File: config.mk
export PLATFORM = sky130hd
export DESIGN_NAME = jt12_acc_seq
export DESIGN_NICKNAME = d
export VERILOG_FILES = /design/src/rtl/jt12_acc_seq.sv
export SDC_FILE = /design/constraint.sdc
export NUM_CORES = 1
export LEC_CHECK = 0
export ABC_AREA = 1
export BUFFER_PORTS_ARGS = -buffer_cell sky130_fd_sc_hd__buf_2
export CORE_ASPECT_RATIO = 0.75
export CORE_MARGIN = 5
export CORE_UTILIZATION = 48
export CTS_BUF_LIST = sky130_fd_sc_hd__clkbuf_4
export CTS_CLUSTER_DIAMETER = 120
export DETAILED_ROUTE_END_ITERATION = 16
export PLACE_DENSITY_LB_ADDON = 0.08
export SYNTH_ARGS = -nofsm -noshare
export SYNTH_HDL_FRONTEND = slang
export SYNTH_SLANG_ARGS = --single-unit
export TNS_END_PERCENT = 30
File: constraint.sdc
create_clock -name clk -period 2.1 [get_ports clk]
set_clock_uncertainty 0.1 [all_clocks]
set_input_delay 0.315 -clock clk [delete_from_list [all_inputs] [get_ports clk]]
set_output_delay 0.315 -clock clk [all_outputs]
set_load 0.005 [all_outputs]
File: src/rtl/jt12_acc_seq.sv
`default_nettype none
// ============================================================================
//  Module   : jt12_acc_seq
//  Purpose  : Slot sequencer and channel-config scheduler for the operator
//             accumulator. Walks the operator groups in the order
//             S1,S3,S2,S4, with CHANNELS slots per group. For every slot it
//             emits the one-hot sN_enters strobes, ch6op, cur_ch, frame_end
//             and the active alg/rl of the current channel. Host config
//             writes are staged and become active only at the frame
//             boundary.
//  Params   : CHANNELS - channels per operator group (1..8)
//             PIPE     - extra cen-qualified output register stages (0..3)
//  Ports    : clk, rst (sync, active high), cen (slot advance enable)
//             cfg_we/cfg_ch/cfg_alg/cfg_rl - config write port (every clk)
//             s1/s3/s2/s4_enters, ch6op, cur_ch, alg, rl, frame_end - slot outputs
//  Revision : 1.0 - initial release
// ============================================================================
module jt12_acc_seq #(
    parameter int CHANNELS = 6,
    parameter int PIPE     = 0
) (
    input  logic       clk,
    input  logic       rst,
    input  logic       cen,
    input  logic       cfg_we,
    input  logic [2:0] cfg_ch,
    input  logic [2:0] cfg_alg,
    input  logic [1:0] cfg_rl,
    output logic       s1_enters,
    output logic       s3_enters,
    output logic       s2_enters,
    output logic       s4_enters,
    output logic       ch6op,
    output logic [2:0] cur_ch,
    output logic [2:0] alg,
    output logic [1:0] rl,
    output logic       frame_end
);

    // Output bus layout: {frame_end, ch6op, s4, s2, s3, s1, cur_ch, alg, rl}
    localparam int         DW        = 14;
    localparam logic [2:0] LAST_CH   = 3'(CHANNELS - 1);
    localparam logic [1:0] LAST_GRP  = 2'd3;
    localparam logic [1:0] RL_RESET  = 2'b11;
    localparam logic [DW-1:0] DEC_RESET = {1'b0, 1'b0, 4'b0001, 3'd0, 3'd0, RL_RESET};

    // Slot counters: grp 0=S1, 1=S3, 2=S2, 3=S4
    logic [1:0] grp_q, grp_d;
    logic [2:0] ch_q, ch_d;

    logic [2:0] stg_alg_q [CHANNELS];
    logic [2:0] stg_alg_d [CHANNELS];
    logic [1:0] stg_rl_q  [CHANNELS];
    logic [1:0] stg_rl_d  [CHANNELS];
    logic [2:0] act_alg_q [CHANNELS];
    logic [2:0] act_alg_d [CHANNELS];
    logic [1:0] act_rl_q  [CHANNELS];
    logic [1:0] act_rl_d  [CHANNELS];

    logic [DW-1:0] dec_q, dec_d;
    logic [DW-1:0] out_bus;

    logic       wrap;
    logic       cfg_hit;
    logic [2:0] sel_alg;
    logic [1:0] sel_rl;
    logic [3:0] enters;

    always_comb begin
        // The cen edge that leaves the frame_end slot also commits staging.
        wrap    = cen && (grp_q == LAST_GRP) && (ch_q == LAST_CH);
        cfg_hit = cfg_we && ({1'b0, cfg_ch} < 4'(CHANNELS));

        grp_d = grp_q;
        ch_d  = ch_q;
        if (cen) begin
            if (ch_q == LAST_CH) begin
                ch_d  = 3'd0;
                grp_d = grp_q + 2'd1;
            end else begin
                ch_d  = ch_q + 3'd1;
            end
        end

        // Active is loaded from the already-updated staging value so a write
        // landing on the wrap edge takes effect in the frame just starting.
        for (int i = 0; i < CHANNELS; i++) begin
            stg_alg_d[i] = stg_alg_q[i];
            stg_rl_d[i]  = stg_rl_q[i];
            if (cfg_hit && (cfg_ch == 3'(i))) begin
                stg_alg_d[i] = cfg_alg;
                stg_rl_d[i]  = cfg_rl;
            end
            act_alg_d[i] = wrap ? stg_alg_d[i] : act_alg_q[i];
            act_rl_d[i]  = wrap ? stg_rl_d[i]  : act_rl_q[i];
        end

        sel_alg = 3'd0;
        sel_rl  = RL_RESET;
        for (int i = 0; i < CHANNELS; i++) begin
            if (ch_d == 3'(i)) begin
                sel_alg = act_alg_d[i];
                sel_rl  = act_rl_d[i];
            end
        end

        enters = 4'b0001 << grp_d;

        // Decode of the slot being entered; held between cen edges.
        dec_d = dec_q;
        if (cen) begin
            dec_d = {(grp_d == LAST_GRP) && (ch_d == LAST_CH),
                     (ch_d == LAST_CH),
                     enters, ch_d, sel_alg, sel_rl};
        end
    end

    always_ff @(posedge clk) begin
        if (rst) begin
            grp_q <= 2'd0;
            ch_q  <= 3'd0;
            dec_q <= DEC_RESET;
            for (int i = 0; i < CHANNELS; i++) begin
                stg_alg_q[i] <= 3'd0;
                stg_rl_q[i]  <= RL_RESET;
                act_alg_q[i] <= 3'd0;
                act_rl_q[i]  <= RL_RESET;
            end
        end else begin
            grp_q <= grp_d;
            ch_q  <= ch_d;
            dec_q <= dec_d;
            for (int i = 0; i < CHANNELS; i++) begin
                stg_alg_q[i] <= stg_alg_d[i];
                stg_rl_q[i]  <= stg_rl_d[i];
                act_alg_q[i] <= act_alg_d[i];
                act_rl_q[i]  <= act_rl_d[i];
            end
        end
    end

    generate
        if (PIPE > 0) begin : g_pipe
            logic [DW-1:0] pipe_q [PIPE];
            logic [DW-1:0] pipe_d [PIPE];

            always_comb begin
                pipe_d[0] = cen ? dec_q : pipe_q[0];
                for (int i = 1; i < PIPE; i++) begin
                    pipe_d[i] = cen ? pipe_q[i-1] : pipe_q[i];
                end
            end

            // Delay stages clear to zero so no enters strobe fires until
            // real slot data has propagated through.
            always_ff @(posedge clk) begin
                if (rst) begin
                    for (int i = 0; i < PIPE; i++) begin
                        pipe_q[i] <= '0;
                    end
                end else begin
                    for (int i = 0; i < PIPE; i++) begin
                        pipe_q[i] <= pipe_d[i];
                    end
                end
            end

            assign out_bus = pipe_q[PIPE-1];
        end else begin : g_nopipe
            assign out_bus = dec_q;
        end
    endgenerate

    assign {frame_end, ch6op, s4_enters, s2_enters, s3_enters, s1_enters,
            cur_ch, alg, rl} = out_bus;

endmodule
`default_nettype wire
* Word-level counts from Yosys, hierarchy flattened
Memories as Yosys holds them, arrays and structs flattened.
Cells that the tools add are included.
** Word-level totals
- RAM bits :: 60
- Memories kept :: 4
- Register bits after elaboration :: 19
- Output and inout port bits :: 14
- Logic and storage cells :: 127
** Memories
- act_alg_q :: depth 6, bits a word 3, rd ports 6, clocked after Yosys merged registers in 0, wr ports 6, RTL line 55 : logic [2:0] act_alg_q [CHANNELS];
- stg_alg_q :: depth 6, bits a word 3, rd ports 6, clocked after Yosys merged registers in 0, wr ports 6, RTL line 51 : logic [2:0] stg_alg_q [CHANNELS];
- act_rl_q :: depth 6, bits a word 2, rd ports 6, clocked after Yosys merged registers in 0, wr ports 6, RTL line 57 : logic [1:0] act_rl_q [CHANNELS];
- stg_rl_q :: depth 6, bits a word 2, rd ports 6, clocked after Yosys merged registers in 0, wr ports 6, RTL line 53 : logic [1:0] stg_rl_q [CHANNELS];
** Operators by class
- Shift operators :: 1
- Reductions and logical operators :: 12
- Bitwise logic cells :: 24
- Eq/ne operators :: 13
- $lt $le $gt $ge :: 1
- Mux-type cells :: 67
- $add $sub $neg :: 2
** Operator list (count)
- 2-to-1 mux 3 bit :: 32
- 2-to-1 mux 2 bit :: 32
- OR 1 bit :: 24
- equality test 3 bit (second input constant) :: 5
- equality test 3 x 2 -> 1 bit (second input constant) :: 4
- logical AND 1 bit :: 10
- equality test 3 x 1 -> 1 bit (second input constant) :: 2
- zero test 3 bit :: 2
- equality test 2 bit (second input constant) :: 2
- << shifter 1 x 2 -> 4 bit (first input constant) :: 1
- adder 3 x 1 -> 3 bit (second input constant) :: 1
- < comparator 3 bit (second input constant) :: 1
- 2-to-1 mux 1 bit :: 3
- adder 2 x 1 -> 2 bit (second input constant) :: 1

* Logic depth before layout (Yosys ltp)
Gate-level depths: netlist of the first run.
- Word-level depth :: 11
- Mapped depth :: 13
- Gate-level depth less buffers :: 13

* Worst setup path before layout of the first run
OpenSTA, ideal clock, no wires.
- Path kind :: flip-flop to flip-flop
- Start point :: reg grp_q[0]
- End point :: reg dec_q[2]
- Stages on the path, launching flop included :: 12
- Arrival :: 1.347 ns
- Setup time :: 0.132 ns
- Setup slack :: 0.521 ns
- Cell sequence :: dfxtp_1 > ha_1 > nand2_1 > nor2_2 > buf_6 > or2_2 > nand2_1 > nor2_1 > nor2_1 > nand3_1 > nand2_1 > a21oi_1
** Between the ends
- Cells in the longest elaborated chain, start to end :: 10
- Elaborated cells on any way between the ends :: 15
- Those cells by class :: eq/ne: 1; mux: 12; reduce/logical: 2
** Ends and longest elaborated chain
- start, declared :: RTL line 48 : logic [1:0] grp_q, grp_d;
- start signal, assigned :: RTL line 130 : grp_q <= grp_d;
- equality test 2 bit * :: RTL line 71 : wrap = cen && (grp_q == LAST_GRP) && (ch_q == LAST_CH);
- logical AND 1 bit * (2 in series) :: RTL line 71
- 2-to-1 mux 3 bit :: RTL line 94 : act_alg_d[i] = wrap ? stg_alg_d[i] : act_alg_q[i];
- 2-to-1 mux 3 bit (5 in series) :: RTL line 101 : if (ch_d == 3'(i)) begin
- 2-to-1 mux 3 bit * :: RTL line 101
- end signal, assigned :: RTL line 122 : dec_q <= DEC_RESET;
- end signal, assigned :: RTL line 132 : dec_q <= dec_d;
- end, declared :: RTL line 60 : logic [DW-1:0] dec_q, dec_d;
Mark *: on every way between the ends. The rest lies on a longest branch, timed or not.
A chain may end at the register's enable or synchronous reset.

* Worst setup path in the final report of the first run
- Start point :: reg grp_q[0]
- End point :: reg dec_q[3]
The elaborated chain is that of the path after synthesis.

==> results of run 1 <==
## logic make-up after synthesis
| group | after synthesis | share of synthesized area, % |
|---|---|---|
| compound gates | 69 | 10.78 |
| xor+xnor | 1 | 0.2638 |
| fa+ha+maj | 1 | 0.3767 |
| buf+inv | 63 | 8.214 |
| flops | 79 | 47.63 |
| mux | 2 | 0.6029 |
| simple gates | 252 | 32.14 |
## what timing repair did
item                                    CTS  global route
gates resized for setup                   0             3
buffers inserted                          0             3
endpoints found under the setup margin    0             1
## path summary, 6_finish.rpt
path,startpoint,to,slack (ns),cells past startpoint
setup / recovery,grp_q[0],dec_q[3],0.12,13
hold reg to reg,dec_q[13],dec_q[13],0.37,2
setup reg to reg,grp_q[0],dec_q[3],0.12,13
hold / removal,cfg_alg[2],stg_alg_q[2][2],0.13,3
## layer usage
| layer | up-vias | routed length [um] |
|---|---|---|
| met4 | 0 | 137 |
| met5 | - | 0 |
| li1 | 1548 | - |
| met2 | 44 | 3431 |
| met3 | 15 | 322 |
| met1 | 1329 | 3967 |
## worst reg2reg max path, cell delays in order, from the launching register on
cell and delay [ns]:
dfxtp_1 0.38, ha_1 0.18, nand2_1 0.09, nor2_4 0.20, clkinvlp_4 0.19, buf_2 0.20, nand2_1 0.09, nand2_1 0.06
nand2_1 0.05, nand2_1 0.05, nor2_1 0.07, nand3_1 0.07, nand2_1 0.07, a21oi_1 0.05
## state kept, by name, summed over array words and instances, names as in the netlist
signal	cells
act_alg_q	18
grp_q	2
stg_alg_q	18
dec_q	14
ch_q	3
stg_rl_q	12
act_rl_q	12
## placed cells by master (no fill, tap or decap), types with 2 or more instances in the layout
| cell type | n |
|---|---|
| a21oi_1 | 29 |
| nand2_2 | 3 |
| inv_1 | 44 |
| dfxtp_1 | 78 |
| nand2_1 | 137 |
| bufinv_16 | 3 |
| mux2i_1 | 2 |
| nand3_1 | 42 |
| clkinvlp_4 | 2 |
| clkinv_2 | 2 |
| nor2_1 | 48 |
| buf_4 | 12 |
| nor3_1 | 3 |
| nor2_4 | 2 |
| o211ai_1 | 3 |
| o21ai_1 | 3 |
| o21bai_1 | 2 |
| or2_2 | 12 |
| o21ai_0 | 32 |
| buf_2 | 26 |
| clkbuf_4 | 9 |
## area by class of cell
class                      instances  share of cell area [%]
timing repair buffer              40                   7.018
clock inverter                     7                   2.946
inverter                          46                   4.667
multi-input combinational        325                   38.93
sequential                        79                   41.87
tap                               84                   2.781
clock buffer                       9                   1.787
## power groups by stage
stage          Clock, mW  Sequential (mW)  Combinational, mW
5_1_grt             1.22             1.55              0.235
6_report            1.11             1.54              0.208
3_5_place_dp           0             1.58              0.208
3_3_place_gp           0             1.58              0.206
2_1_floorplan          0             1.57              0.129
4_1_cts             1.15             1.54              0.209
## stage by stage
| step | instance area [um2] | utilization (%) |
|---|---|---|
| finish | 3780 | 55.86 |
| global route | 3780 | 55.86 |
| CTS | 3725 | 55.05 |
| detailed placement | 3546 | 52.40 |
| global placement | 3546 | 52.40 |
| floorplan | 3321 | - |
==> metrics, run 1 <==
status finished, final reports clean; largest net degree at the start of global routing 59; # IOs 26; Routed WL per cell 13.32 um; CP most frequent cell nand2_1; Detailed Place HPWL 5402 um; Syn Area/Cell 7.111 um2; slew margin rel. 57.79%; PortBufs 25; Via Count 2,936; Final Wtd Congestion 0.8377; Async S/R FF share, synth 0%; DRC Markers 0; area grow syn2layout 13.83%; final std cells w/o fill 590; CP Capture Type flip-flop; area share of the largest cell type after synthesis 47.63%; syn nets 480; worst-case clock buffer depth 2; met1 usage 25.71%; die width 106.0 um; CP top delay family simple AND/OR/NAND/NOR gates; Total GRT Usage 19.15%; RSZ-0062 raised after global routing no; Crit-path slowest cell dfxtp_1; CP peak stage delay 0.38 ns; Synth Cell Area 3321 um2; vias in the first global route 2,687; footprint of the multi-input gates 1471 um2; max frequency 0.5063 GHz; CTS tree built; Nets 514; critical-path maximum fanout 6; Seq/Total Area, Yosys 47.63%; Final Total Pwr 2.863 mW; Post-synth EDFFs 0; Unique masters post-synth 27; Buffers & Inverters on Critical Path 2; CTS Sinks 79; met2 Use GR 30.41%; Synth area leader dfxtp_1; Startpoint Class flip-flop; DRT Pass-1 Iters 5; max-slew violation count 0; TNS Setup 0 ns; Synth Register Bits 79; total die area 8698 um2; # Max-Cap Violations 0; GRT met3 Usage 5.813%; sequential power share 53.9%; placed cells 570; fin crit share 94.06%; critical path required time 2.30 ns; total gr overflow 0; chip height 82.03 um; Diodes inserted 0; minimum clock period 1.975 ns; GR peak layer met2; Yosys warnings 0; Leak 1.785 nW; Most used DFF post-synth dfxtp_1; top cells by count, synth nand2_1, dfxtp_1, nor2_1, inv_1, nand3_1; WP data arrival 2.17 ns; core area 6766 um2; Vias/cell 4.976; logic gate share of total power 7.2%; IR Drop Worst-Case VDD 409.1 uV; Cell Chain, Critical Path ha_1, nand2_1, nor2_4, clkinvlp_4, buf_2, nand2_1, nand2_1, nand2_1, nand2_1, nor2_1, nand3_1, nand2_1, a21oi_1; most frequent cell after synthesis nand2_1; cell count after synthesis 467; Layout fillers 687; final worst setup slack 0.1248 ns; antenna-violating nets left 0; cts bufs inserted 9; final hold violation count 0; cts-stage hold buffer count 0; final wirelength 7859 um; Synth area leaders dfxtp_1, nand2_1, nand3_1, nor2_1, inv_1; Net Sw Power 0.6715 mW; endpoints failing setup 0; HP Class in2reg; clock transition at the registers of the reported paths 0.12 ns; WS Path Type reg2reg; Pint 2.192 mW; first-pass GRT wire length 12,890 um; power per cell area 757.5 nW/um2; Worst-Skew Late Latency 0.43 ns; Seq. cell area 1583 um2; switching part of the total 23.45%; WHS 0.1314 ns; Slew @ Worst Pin 0.6324 ns; Iter 0 DRT Violations 136; H-tree depth 3; Clock Root Buffer clkbuf_4; dpl ws 0.1100 ns; row count 26; Clk pwr share 38.9%; share of layout cells above drive strength 1 15.22%; starting density of the core 49.08%; antenna violations before repair 0
No activity file was read; power rests on OpenSTA's default activity.
==> run 2, diff against run 1 <==
- CORE_ASPECT_RATIO: 0.75 -> 2
- CORE_UTILIZATION: 48 -> 60
- REMOVE_ABC_BUFFERS: default -> 1
==> run 2 against run 1 <==
Against the previous run:
- first-iteration DRC count increased by 7.4%
- design area decreased by 2.6%
- total power decreased by 9.2%
- highest routed layer unchanged
- clock power decreased by 23%
- via count increased by 1.2%
- sequential power about the same
- non-clock buffer count increased by 1
- critical endpoint is now dec_q[4]
==> metrics, run 2 (synthesis gave the netlist of run 1 again) <==
status finished, final reports clean (unchanged); commonest non-fill, non-tap cell in the layout nand2_1 (unchanged); Startpoint Class flip-flop (unchanged); met2 wire length 3969 um (was 3431 um); DRC Markers 0 (unchanged); Clock Root Buffer clkbuf_4 (unchanged); # IOs 26 (unchanged); PortBufs 25 (unchanged); share of layout cells above drive strength 1 14.88% (was 15.22%); Leak 1.764 nW (was 1.785 nW); # Max-Cap Violations 0 (unchanged); wire length on met1 2968 um (was 3967 um); antenna violations before repair 0 (unchanged); endpoints failing setup 0 (unchanged); total gr overflow 0 (unchanged); worst-case clock buffer depth 2 (unchanged); vias in the first global route 2,874 (was 2,687); Layout fillers 501 (was 687); H-tree depth 3 (unchanged); Final Total Pwr 2.600 mW (was 2.863 mW); fin crit share 91.86% (was 94.06%); WL met3 231 um (was 322 um); Vias/cell 5.270 (was 4.976); Slew @ Worst Pin 0.6100 ns (was 0.6324 ns); total die area 7213 um2 (was 8698 um2); die width 62.61 um (was 106.0 um); antenna-violating nets left 0 (unchanged); Diodes inserted 0 (unchanged); final wirelength 7415 um (was 7859 um); HP Class in2reg (unchanged); Final Wtd Congestion 0.8644 (was 0.8377); critical-path maximum fanout 28 (was 6); Iter 0 DRT Violations 146 (was 136); first-pass GRT wire length 12,810 um (was 12,890 um); TNS Setup 0 ns (unchanged); IR Drop Worst-Case VDD 679.6 uV (was 409.1 uV); minimum clock period 1.929 ns (was 1.975 ns); CTS tree built (unchanged); final hold violation count 0 (unchanged); CTS Sinks 79 (unchanged); slew margin rel. 59.29% (was 57.79%); WP data arrival 2.14 ns (was 2.17 ns); core area 5420 um2 (was 6766 um2); Detailed Place HPWL 5588 um (was 5402 um); area grow syn2layout 10.81% (was 13.83%); Routed WL per cell 13.15 um (was 13.32 um); power per cell area 706.6 nW/um2 (was 757.5 nW/um2); critical path required time 2.31 ns (was 2.30 ns); uppermost routed layer met4 (unchanged); Worst-Skew Late Latency 0.43 ns (about the same); CP Capture Type flip-flop (unchanged); biggest regs act_alg_q x18, stg_alg_q x18, dec_q x14 (unchanged); Via Count 2,972 (was 2,936); largest net degree at the start of global routing 29 (was 59); chip height 115.2 um (was 82.03 um); cts-stage hold buffer count 0 (unchanged); max-slew violation count 0 (unchanged); cts bufs inserted 9 (unchanged); row count 38 (was 26); DRT Pass-1 Iters 4 (was 5); clock transition at the registers of the reported paths 0.11 ns (was 0.12 ns); WS Path Type reg2reg (unchanged); WHS 0.1248 ns (was 0.1314 ns); max frequency 0.5184 GHz (was 0.5063 GHz); Total GRT Usage 22.35% (was 19.15%); Nets 515 (was 514); most frequent cells in the layout nand2_1, dfxtp_1, nor2_1 (unchanged); starting density of the core 61.27% (was 49.08%)
run 2: changes by cell type in the layout (fill, tap and decap cells not counted), sizes merged:
cell      delta
buf          +2
bufinv       -2
clkinv       -2
clkbuf       +1
clkinvlp     -1
run 2: per-layer routing:
metal	up-vias	track usage (%)
li1	1543	-
met4	0	12.89
met1	1356	23.74
met3	19	4.497
met2	54	40.30
met5	-	0
run 2: path summary, 6_finish.rpt:
path,cells after the start,slack (ns),to,startpoint
hold / removal,2,0.12,dec_q[5],cen
setup / recovery,12,0.17,dec_q[4],grp_q[0]
setup reg to reg,12,0.17,dec_q[4],grp_q[0]
hold reg to reg,2,0.37,act_rl_q[5][1],act_rl_q[5][1]
run 2: repair_timing:
item	CTS	global route
setup buffers	0	2
endpoints found under the setup margin	0	2
resized for setup	0	3
run 2: through the flow:
| step | std cells | util (%) | setup slack [ns] | instance area, um2 |
|---|---|---|---|---|
| floorplan | 450 | - | -0.4955 | 3221 |
| global placement | 549 | 65.28 | 0.1870 | 3538 |
| detailed placement | 549 | 65.28 | 0.1449 | 3538 |
| CTS | 562 | 67.45 | 0.1702 | 3656 |
| global route | 564 | 67.89 | -0.005700 | 3680 |
| finish | 564 | 67.89 | 0.1710 | 3680 |
run 2: layout make-up:
type	instances	area [um2]	area share, %
flip-flops and latches	79	1582	42.98
multi-input cells	325	1471	39.99
repair buffers	41	257.7	7.004
inverters	46	176.4	4.794
clock buffers	11	82.58	2.244
well taps	60	75.07	2.040
clock inverters	2	35.03	0.9521
run 2: worst max-delay path, stage by stage, from the launching register on:
cell	delay, ns
dfxtp_1	0.37
ha_1	0.19
nand2_1	0.09
nor2_4	0.19
buf_12	0.19
buf_4	0.18
nand2_1	0.06
o21ai_1	0.16
nand2_1	0.08
nand2_1	0.06
inv_1	0.03
nand2_1	0.05
a21oi_1	0.06
run 2: power breakdown:
part	leakage (nW)	switching (mW)	total [mW]	internal, mW
logic	1.05	0.138	0.207	0.0691
clock network	0.0687	0.481	0.851	0.370
registers	0.641	0.0137	1.54	1.53
